<file path="src/rtl/pn_pkg.sv">
// CCSDS pseudo-noise keystream helpers shared by the derandomizer.
// The state holds the next 8 sequence bits, earliest bit in the MSB.
package pn_pkg;

    localparam logic [7:0] PN_SEED = 8'hFF;
    localparam logic [7:0] PN_TAPS = 8'hA9;
    localparam int LRPT_CVCDU_BYTES = 1020;

    // One recurrence step: s[n+8] = XOR of s[n+j] where taps[j] is set.
    function automatic logic [7:0] pn_step(
        input logic [7:0] state,
        input logic [7:0] taps
    );
        logic fb;
        fb = 1'b0;
        for (int j = 0; j < 8; j++) begin
            fb = fb ^ (taps[j] & state[7-j]);
        end
        return {state[6:0], fb};
    endfunction

    function automatic logic [7:0] pn_advance(
        input logic [7:0] state,
        input logic [7:0] taps,
        input int         nsteps
    );
        logic [7:0] s;
        s = state;
        for (int n = 0; n < nsteps; n++) begin
            s = pn_step(s, taps);
        end
        return s;
    endfunction

    // n keystream bytes in the low 8*n bits, earliest byte highest.
    function automatic logic [31:0] pn_bytes(
        input logic [7:0] state,
        input logic [7:0] taps,
        input int         n
    );
        logic [31:0] r;
        logic [7:0]  s;
        r = '0;
        s = state;
        for (int i = 0; i < n; i++) begin
            r = {r[23:0], s};
            s = pn_advance(s, taps, 8);
        end
        return r;
    endfunction

endpackage

</file>
<file path="src/rtl/pn_keystream_gen.sv">
// Keystream state register and one-cycle multi-byte key generation.
// load_seed keys this beat from SEED; resync parks the state at SEED.
module pn_keystream_gen
    import pn_pkg::*;
#(
    parameter int         BYTES_PER_BEAT = 1,
    parameter logic [7:0] SEED           = PN_SEED,
    parameter logic [7:0] TAPS           = PN_TAPS
) (
    input  logic                        clk_in,
    input  logic                        rst_in,
    input  logic                        load_seed,
    input  logic                        advance,
    input  logic                        resync,
    output logic [8*BYTES_PER_BEAT-1:0] key
);

    localparam int W = 8 * BYTES_PER_BEAT;

    logic [7:0] r_state;
    logic [7:0] w_base;
    logic [7:0] w_next;

    // Base state for this beat and the state after consuming it.
    always_comb begin
        w_base = load_seed ? SEED : r_state;
        w_next = pn_advance(w_base, TAPS, W);
    end

    for (genvar i = 0; i < BYTES_PER_BEAT; i++) begin : g_key
        assign key[W-1-8*i -: 8] = pn_advance(w_base, TAPS, 8 * i);
    end

    // State moves only on accepted beats; frame end returns to SEED.
    always_ff @(posedge clk_in or negedge rst_in) begin
        if (!rst_in) begin
            r_state <= SEED;
        end else if (advance) begin
            r_state <= resync ? SEED : w_next;
        end
    end

endmodule

</file>
<file path="src/rtl/pn_derandomizer.sv">
// CCSDS PN derandomizer: XORs CVCDU bytes with the periodic keystream.
// Single output register stage with valid/ready backpressure.
module pn_derandomizer
    import pn_pkg::*;
#(
    parameter int         BYTES_PER_BEAT = 1,
    parameter int         FRAME_BYTES    = LRPT_CVCDU_BYTES,
    parameter logic [7:0] SEED           = PN_SEED,
    parameter logic [7:0] TAPS           = PN_TAPS
) (
    input  logic                        clk_in,
    input  logic                        rst_in,
    input  logic [8*BYTES_PER_BEAT-1:0] data_in,
    input  logic                        valid_in,
    input  logic                        sof_in,
    output logic                        ready_out,
    input  logic                        bypass_in,
    output logic [8*BYTES_PER_BEAT-1:0] data_out,
    output logic                        valid_out,
    input  logic                        ready_in,
    output logic                        sof_out,
    output logic                        eof_out,
    output logic                        frame_err
);

    localparam int W     = 8 * BYTES_PER_BEAT;
    localparam int BEATS = FRAME_BYTES / BYTES_PER_BEAT;
    localparam int CW    = (BEATS > 1) ? $clog2(BEATS) : 1;
    localparam logic [CW-1:0] LAST = CW'(BEATS - 1);

    logic [W-1:0]  r_data;
    logic          r_valid;
    logic          r_sof;
    logic          r_eof;
    logic          r_err;
    logic [CW-1:0] r_cnt;

    logic          w_accept;
    logic          w_start;
    logic          w_eof;
    logic [CW-1:0] w_pos;
    logic [W-1:0]  w_key;

    assign ready_out = !r_valid || ready_in;
    assign w_accept  = valid_in && ready_out;
    assign w_start   = sof_in || (r_cnt == '0);

    // Beat position in frame; a start beat always counts as beat 0.
    always_comb begin
        w_pos = w_start ? '0 : r_cnt;
        w_eof = (w_pos == LAST);
    end

    pn_keystream_gen #(
        .BYTES_PER_BEAT (BYTES_PER_BEAT),
        .SEED           (SEED),
        .TAPS           (TAPS)
    ) u_gen (
        .clk_in    (clk_in),
        .rst_in    (rst_in),
        .load_seed (w_start),
        .advance   (w_accept),
        .resync    (w_eof),
        .key       (w_key)
    );

    // Beat counter wraps at frame end so the next frame self-starts.
    always_ff @(posedge clk_in or negedge rst_in) begin
        if (!rst_in) begin
            r_cnt <= '0;
        end else if (w_accept) begin
            r_cnt <= w_eof ? '0 : w_pos + 1'b1;
        end
    end

    // Output register; holds while downstream stalls.
    always_ff @(posedge clk_in or negedge rst_in) begin
        if (!rst_in) begin
            r_data  <= '0;
            r_valid <= 1'b0;
            r_sof   <= 1'b0;
            r_eof   <= 1'b0;
            r_err   <= 1'b0;
        end else begin
            r_err <= w_accept && sof_in && (r_cnt != '0);
            if (ready_out) begin
                r_valid <= valid_in;
                if (w_accept) begin
                    r_data <= bypass_in ? data_in : (data_in ^ w_key);
                    r_sof  <= w_start;
                    r_eof  <= w_eof;
                end
            end
        end
    end

    assign data_out  = r_data;
    assign valid_out = r_valid;
    assign sof_out   = r_sof;
    assign eof_out   = r_eof;
    assign frame_err = r_err;

endmodule

</file>
<file path="config.mk">
export PLATFORM = sky130hd
export DESIGN_NAME = pn_derandomizer
export DESIGN_NICKNAME = d
export VERILOG_FILES = /design/src/rtl/pn_pkg.sv /design/src/rtl/pn_keystream_gen.sv /design/src/rtl/pn_derandomizer.sv
export SDC_FILE = /design/constraint.sdc
export NUM_CORES = 1
export LEC_CHECK = 0
export CAP_MARGIN = 40
export CORE_ASPECT_RATIO = 1.25
export CORE_MARGIN = 2
export CORE_UTILIZATION = 50
export CTS_BUF_LIST = sky130_fd_sc_hd__clkbuf_16
export DETAILED_ROUTE_END_ITERATION = 8
export PLACE_DENSITY = 0.85
export SYNTH_ARGS = -nofsm -noshare
export SYNTH_HDL_FRONTEND = slang
export SYNTH_SLANG_ARGS = --single-unit
</file>
<file path="constraint.sdc">
create_clock -name clk_in -period 2.95 [get_ports clk_in]
set_input_delay 0.4425 -clock clk_in [delete_from_list [all_inputs] [get_ports clk_in]]
set_output_delay 0.4425 -clock clk_in [all_outputs]
set_load 0.01 [all_outputs]
</file>
==> run metrics <==
Detailed Route Iter0 Violations 61; net switching fraction of the power between 30% and 40%; full die area 3932 um^2; Residual DRC 0; antenna violations before repair 0; Setup violations, final 0; Slowest-stage cell, CP clkdlybuf4s50_1; postcts setup bufs 0; CP Capture Type register; WL/cell 14.79 um; final wirelength 3578 um; Ys Warns 0; hpwl dp 2476 um; Placer Congestion 0.8469; largest family of logic cells by synthesized area simple AND/OR/NAND/NOR gates; Internal Power 1.199 mW; number of synthesized flops with an enable pin 0; # diodes 0; vias in the first global route 1388; H-tree depth 2; Final ANT Viol Nets 0; Yosys reg bits 30; critical path's most frequent cell nor3_4; FMAX 0.4380 GHz; Sink Count 30; Core Rows 23; Crit Path Max Fanout 10; clock tree buffer depth 2; mux cell area share after synthesis 0%; Seq/Total Area, Yosys 44.19%; syn_nets 193; Slew HR just over 60%; synthesized instance count 178; top_reg_cell synth dfrtp_1; first-pass GRT wire length 6313 um; most frequent cells in the layout 26 x clkdlybuf4s50_1, 22 x nand2_1, 22 x dfrtp_1; fin crit period 2.283 ns; routed vias 1343; HP Class reg -> reg; Synth Area in XOR/XNOR 11.70%; io pins 27; leakage 0.8968 nW; DP Cell Count 234; worst vdd ir roughly 0.57 mV; die width 56.49 um; Core Util, Final 66.18%; final instance area 2152 um^2; Max-Cap Viols 0; post-cts resize count 0; share of layout cells above drive strength 1 approximately 15%; cts bufs inserted 5; Clk network pwr share between 30% and 40%; Post-Layout Cell Count about 240; area of placed instances 1989 um^2; outcome finished clean; fin. max-slew vios 0; drt pass-1 iters 4; worst-path cell chain clkdlybuf4s50_1 -> nor2b_1 -> ha_1 -> nand3b_1 -> nor3_4 -> nor3_4 -> a41oi_1 -> a31oi_1; Clock Latency Late Sink 0.28 ns; worst hold slack 0.4774 ns; Logic pwr share 32.5%; Worst Setup Start Kind input pin; Cell variety after synth 45; Clock transition at path regs 0.05 ns; post-synthesis compound-gate area fraction 19.11%; unrepaired setup endpoints after global routing no; largest net degree at the start of global routing 31; most common cell after layout, fill and taps aside clkdlybuf4s50_1; Synth async-reset ratio 100.0%; port bufs 26; Synth Area in Simple Gates 19.84%; final worst-path cycle share 77.39%; chip height 69.61 um; Vias/cell approximately 5.5; GRT Total Usage 20.85%; Net Switching 545.0 uW; grt ovf 0; Pwr Density 810.5 nW/um^2; CTS root buffer clkbuf_16; CTS Hold Bufs 0; CP Class in -> reg; Core ar. around 3300 um^2; crit path DAT 2.42 ns; Initial Utilization 52.94%; Layout Area Growth over Synthesis 25.00%; WP data required 3.09 ns; crit-path max cell delay approximately 0.57 ns; Fin. Hold Viols 0; Final nets ~220; Final TNS setup 0 ns; Slew @ Worst Pin 0.5690 ns; mapped cell area 1722 um^2; syn_area_per_cell just under 10 um^2; Clock Skew 0.005454 ns; CTS tree done; post-synthesis adder-cell area fraction less than 1%; Sequential Power Share between 30% and 40%
[routing by layer]
metal	GRT usage, %	vias up	part of all wire [%]
li1	-	672	-
met1	25.33	615	43
met2	32.56	47	48
met3	5.970	9	5.3
met4	11.90	0	2.9
met5	0	-	0
[cells by family (layout without fill, tap and decap cells)]
kind of cell	count (synthesis)	after routing
AND/OR/NAND/NOR	59	59
buffers and inverters	14	41
AO/OA/AOI/OAI	51	51
adder cells (fa/ha/maj)	1	1
flip-flops	30	30
XOR/XNOR	23	23
[worst paths after layout]
path | startpoint | to | slack (ns) | cells after the start
min in group asynchronous | rst_in | r_cnt[8] | 0.55 | 2
worst max-delay path | sof_in | r_cnt[3] | 0.67 | 8
worst min-delay path | data_out[0] | data_out[0] | 0.48 | 2
worst min register to register | data_out[0] | data_out[0] | 0.48 | 2
max in group asynchronous | rst_in | u_gen.r_state[3] | 2.08 | 2
worst max register to register | r_cnt[0] | r_cnt[3] | 1.01 | 7
[power groups by stage]
stage	clock network [mW]	logic, mW	registers (mW)
final	0.562	0.568	0.615
after global routing	0.588	0.640	0.627
after CTS	0.574	0.572	0.613
after detailed placement	0	0.567	0.618
after global placement	0	0.558	0.617
after floorplan	0	0.446	0.583
[area by class of cell]
type,count,area [um^2]
Fill cell,262,1100
Multi-Input combinational cell,134,884.6
Sequential cell,30,760.7
Timing Repair Buffer,29,282.8
Clock buffer,5,125.1
Tap cell,37,46.29
Clock inverter,3,37.54
Inverter,4,15.01
[registers in the layout, indices dropped and copies added (netlist names)]
signal and flops:
data_out 8, eof_out 1, frame_err 1, r_cnt 10, sof_out 1, u_gen.r_state 8, valid_out 1
[synthesized netlist by cell type (all sizes together) (2+ instances only)]
cell	instances	share of area (%)
xnor2	11	5.6
o31ai	3	1.3
inv	4	0.87
nor2	13	3.3
nand4b	2	1.4
xor2	12	6.1
nor2b	2	0.73
nor3	4	2.5
clkbuf	6	1.4
o21bai	5	2.2
a2bb2oi	2	1.4
a21oi	15	4.8
and3	2	0.73
a31oi	4	1.5
dfstp	8	12
nor4	3	2.3
buf	4	2.2
nand2	23	5.2
nand3	3	0.87
dfrtp	22	32
o21ai	16	4.9
nand2b	3	1.1
[worst max-delay path: cells and delay by family]
kind | cells | cell delay [ns]
buffers and inverters | 1 | 0.57
adder cells (fa/ha/maj) | 1 | 0.26
AO/OA/AOI/OAI | 2 | 0.29
AND/OR/NAND/NOR | 4 | 0.85
[through the flow]
stage	power, mW	setup slack [ns]
final	1.744	0.6670
after CTS	1.759	0.6714
after floorplan	1.029	1.085
after global routing	1.855	0.4615
after global placement	1.176	0.5088
after detailed placement	1.185	0.4124
No activity file was read; power rests on OpenSTA's default activity.
==> RTL edit (same flow settings) <==
Register the output `frame_err` once more, cleared by the reset; this adds one clock of latency there. The other outputs are not delayed to match.
--- a/src/rtl/pn_derandomizer.sv
+++ b/src/rtl/pn_derandomizer.sv
@@ -98,7 +98,13 @@
     assign valid_out = r_valid;
     assign sof_out   = r_sof;
     assign eof_out   = r_eof;
-    assign frame_err = r_err;
+    always_ff @(posedge clk_in or negedge rst_in) begin
+        if (!rst_in) begin
+            frame_err <= '0;
+        end else begin
+            frame_err <= r_err;
+        end
+    end
 
 endmodule
 
Function: changed (Yosys sat finds a counterexample within 4 cycles, from zero or initial values and one cycle with rst_in low).
==> RTL edit against the unedited design <==
- setup slack better by 0.049 ns
- largest cell class unchanged
- non-clock buffer count is 4 higher
- combinational power is 32% higher
- final area is 6.3% higher
- total power is 8.4% higher
- global-route usage is 1.4 points higher
- sequential cell count is 1 higher
- critical path depth is 1 lower
- routed wire length is 18% higher
- synthesized area is 9.8% higher
- clock power is 15% lower
==> RTL edit: results (changes against the unedited design) <==
CTS clock-pin slew for the worst setup and hold paths: 0.05 ns (about the same). The share of final-layout standard cells stronger than drive strength 1 was 13.1% (was 14.6%); the total leakage power was 0.916 nW (was 0.897 nW). Longest individual stage delay on the worst path: 0.55 ns (was 0.57 ns). The clock latency reported for the late side of the worst-skew pair came out at 0.28 ns (about the same). The tools report the number of distinct library cell variants in the gate-level netlist after synthesis as 46 (was 45). The final weighted congestion in routability-driven placement is 0.868 (was 0.847). The tools report the maximum number of pins on one net before global-route repair as 32 (was 31).

The met2 track demand over resource was 37.8% (was 32.6%); the minimum hold slack was 0.361 ns (was 0.477 ns). The run finished with clean final reports. For the number of DRC markers after the initial detailed-route iteration, the log shows 46 (was 61). The proportion of synthesized flip-flops having asynchronous set or reset came out at 100% (unchanged).

The tools report the root buffer cell as clkbuf_16 (unchanged). The peak ir drop on the vdd network was 0.000308 V (was 0.000568 V). The logs give 0 (unchanged) for the number of antenna diodes and 1629 (was 1388) for the number of global-route vias before repair.

The met3 capacity usage during global routing was 5.50% (was 5.97%); the synthesized netlist net count was 206 (was 193). Top post-synthesis cells by area: dfrtp_1 (30%), dfstp_2 (11%), xnor3_1 (4.8%) (was dfrtp_1 (32%), dfstp_2 (12%), xor2_1 (6.1%)). The total half-perimeter wirelength after legalization and detailed placement was 2880 um (was 2480 um).

Count of cells resized by post-cts repair: 0 (unchanged). Post-synth top cells: dfrtp_1 (23), nand2_1 (21), nand3_1 (11), clkbuf_1 (10), o211ai_1 (10) (was dfrtp_1 (22), nand2_1 (22), a21oi_1 (13), nor2_1 (12), xor2_1 (12)). For the total wirelength of the detailed-routed design, the log shows 4220 um (was 3580 um).

The logs give 0 (unchanged) for the residual antenna-violating net count after detailed routing and 0.90 ns (was 1.01 ns) for the setup slack of the worst register-to-register path. The overall track demand over capacity in global routing was 22.2% (was 20.9%). The number of levels in the clock H-tree is 2 (unchanged).

CTS buffer count: 5 (unchanged). The tools report the Yosys warning count as 0 (unchanged). The fraction of the yosys area taken by sequential cells came out at 41.6% (was 44.2%).

The run gives 2.39 ns (was 2.42 ns) as the critical path data arrival time. For the fraction of met1 tracks used by global routing, the log shows 24.6% (was 25.3%). The slowest stage cell on the critical path is or3_1 (was clkdlybuf4s50_1). For the number of fill cells in the layout, the log shows 307 (was 262). The overall via count from detail_route is 1619 (was 1343). The max-slew headroom at the worst pin was 45.8% (was 61.9%).

Final setup skew: 0.00595 ns (was 0.00545 ns). For the first-pass GRT wire length, the log shows 7160 um (was 6310 um). The run gives 2 (unchanged) as the number of buffers between clock root and the deepest sink. The highest net fanout along the worst path is 9 (was 10). The logs give 191 (was 178) for the number of instances in the synthesized netlist and 228 (was 219) for the number of nets in the final layout.
RTL edit: cell types whose count changed after synthesis, sizes merged, moves of 3 or more:
cell | unedited run | this run
xnor2 | 11 | 6
xnor3 | 0 | 4
a21oi | 15 | 6
o211ai | 0 | 10
clkbuf | 6 | 11
o21ai | 16 | 8
buf | 4 | 7
nor2 | 13 | 8
xor2 | 12 | 2
nand3 | 3 | 12
a22o | 1 | 4
o21bai | 5 | 0
a311oi | 0 | 8
or4 | 0 | 8
RTL edit: where the power goes:
part	internal (mW)	leakage (nW)	switching, mW
Combinational	0.420	0.463	0.329
Clock	0.304	0.0724	0.171
Sequential	0.553	0.380	0.114
Total	1.28	0.916	0.615
RTL edit: worst max-delay path: cells and delay by family:
| family | cells | cell delay, ns |
|---|---|---|
| compound gates | 2 | 0.44 |
| fa+ha+maj | 1 | 0.23 |
| buf+inv | 1 | 0.45 |
| simple gates | 3 | 0.83 |
RTL edit: logic make-up (layout without fill, tap and decap cells):
logic type,Yosys count,in the layout,share of synthesized area [%]
compound gates,59,59,23.6
fa+ha+maj,1,1,0.662
flops,31,31,41.6
simple gates,67,67,19.7
xor+xnor,12,12,8.47
buf+inv,21,44,6.09
RTL edit: path summary, 6_finish.rpt:
kind	start	endpoint	depth (start not counted)
min in group asynchronous	rst_in	r_cnt[7]	2
min	r_err	frame_err	0
max	sof_in	r_cnt[3]	7
max reg2reg	r_cnt[0]	r_cnt[3]	6
max in group asynchronous	rst_in	u_gen.r_state[0]	2
min reg2reg	r_err	frame_err	0
RTL edit: layout make-up:
cell class	instances	area [um^2]	share of cell area, %
repair buffers	33	313	13.7
inverters	3	11.3	0.492
clock inverters	3	12.5	0.547
clock buffers	5	125	5.47
multi-input cells	139	990	43.3
flip-flops and latches	31	786	34.4
well taps	40	50.0	2.19
RTL edit: routing by layer:
| layer | wire [um] | up-vias |
|---|---|---|
| met3 | 165 | 11 |
| met5 | 0 | - |
| met1 | 1750 | 786 |
| met2 | 2200 | 51 |
| met4 | 101 | 0 |
| li1 | - | 771 |
RTL edit: per-stage QoR:
| stage | power [mW] | util [%] | worst slack (ns) | area, um^2 | cells |
|---|---|---|---|---|---|
| after detailed placement | 1.41 | 58.2 | 0.463 | 2150 | 246 |
| after CTS | 1.91 | 62.0 | 0.738 | 2290 | 254 |
| after global placement | 1.40 | 58.2 | 0.510 | 2150 | 246 |
| final | 1.89 | 62.0 | 0.716 | 2290 | 254 |
| after global routing | 2.02 | 62.0 | 0.551 | 2290 | 254 |
| after floorplan | 1.24 | - | 0.778 | 1890 | 191 |
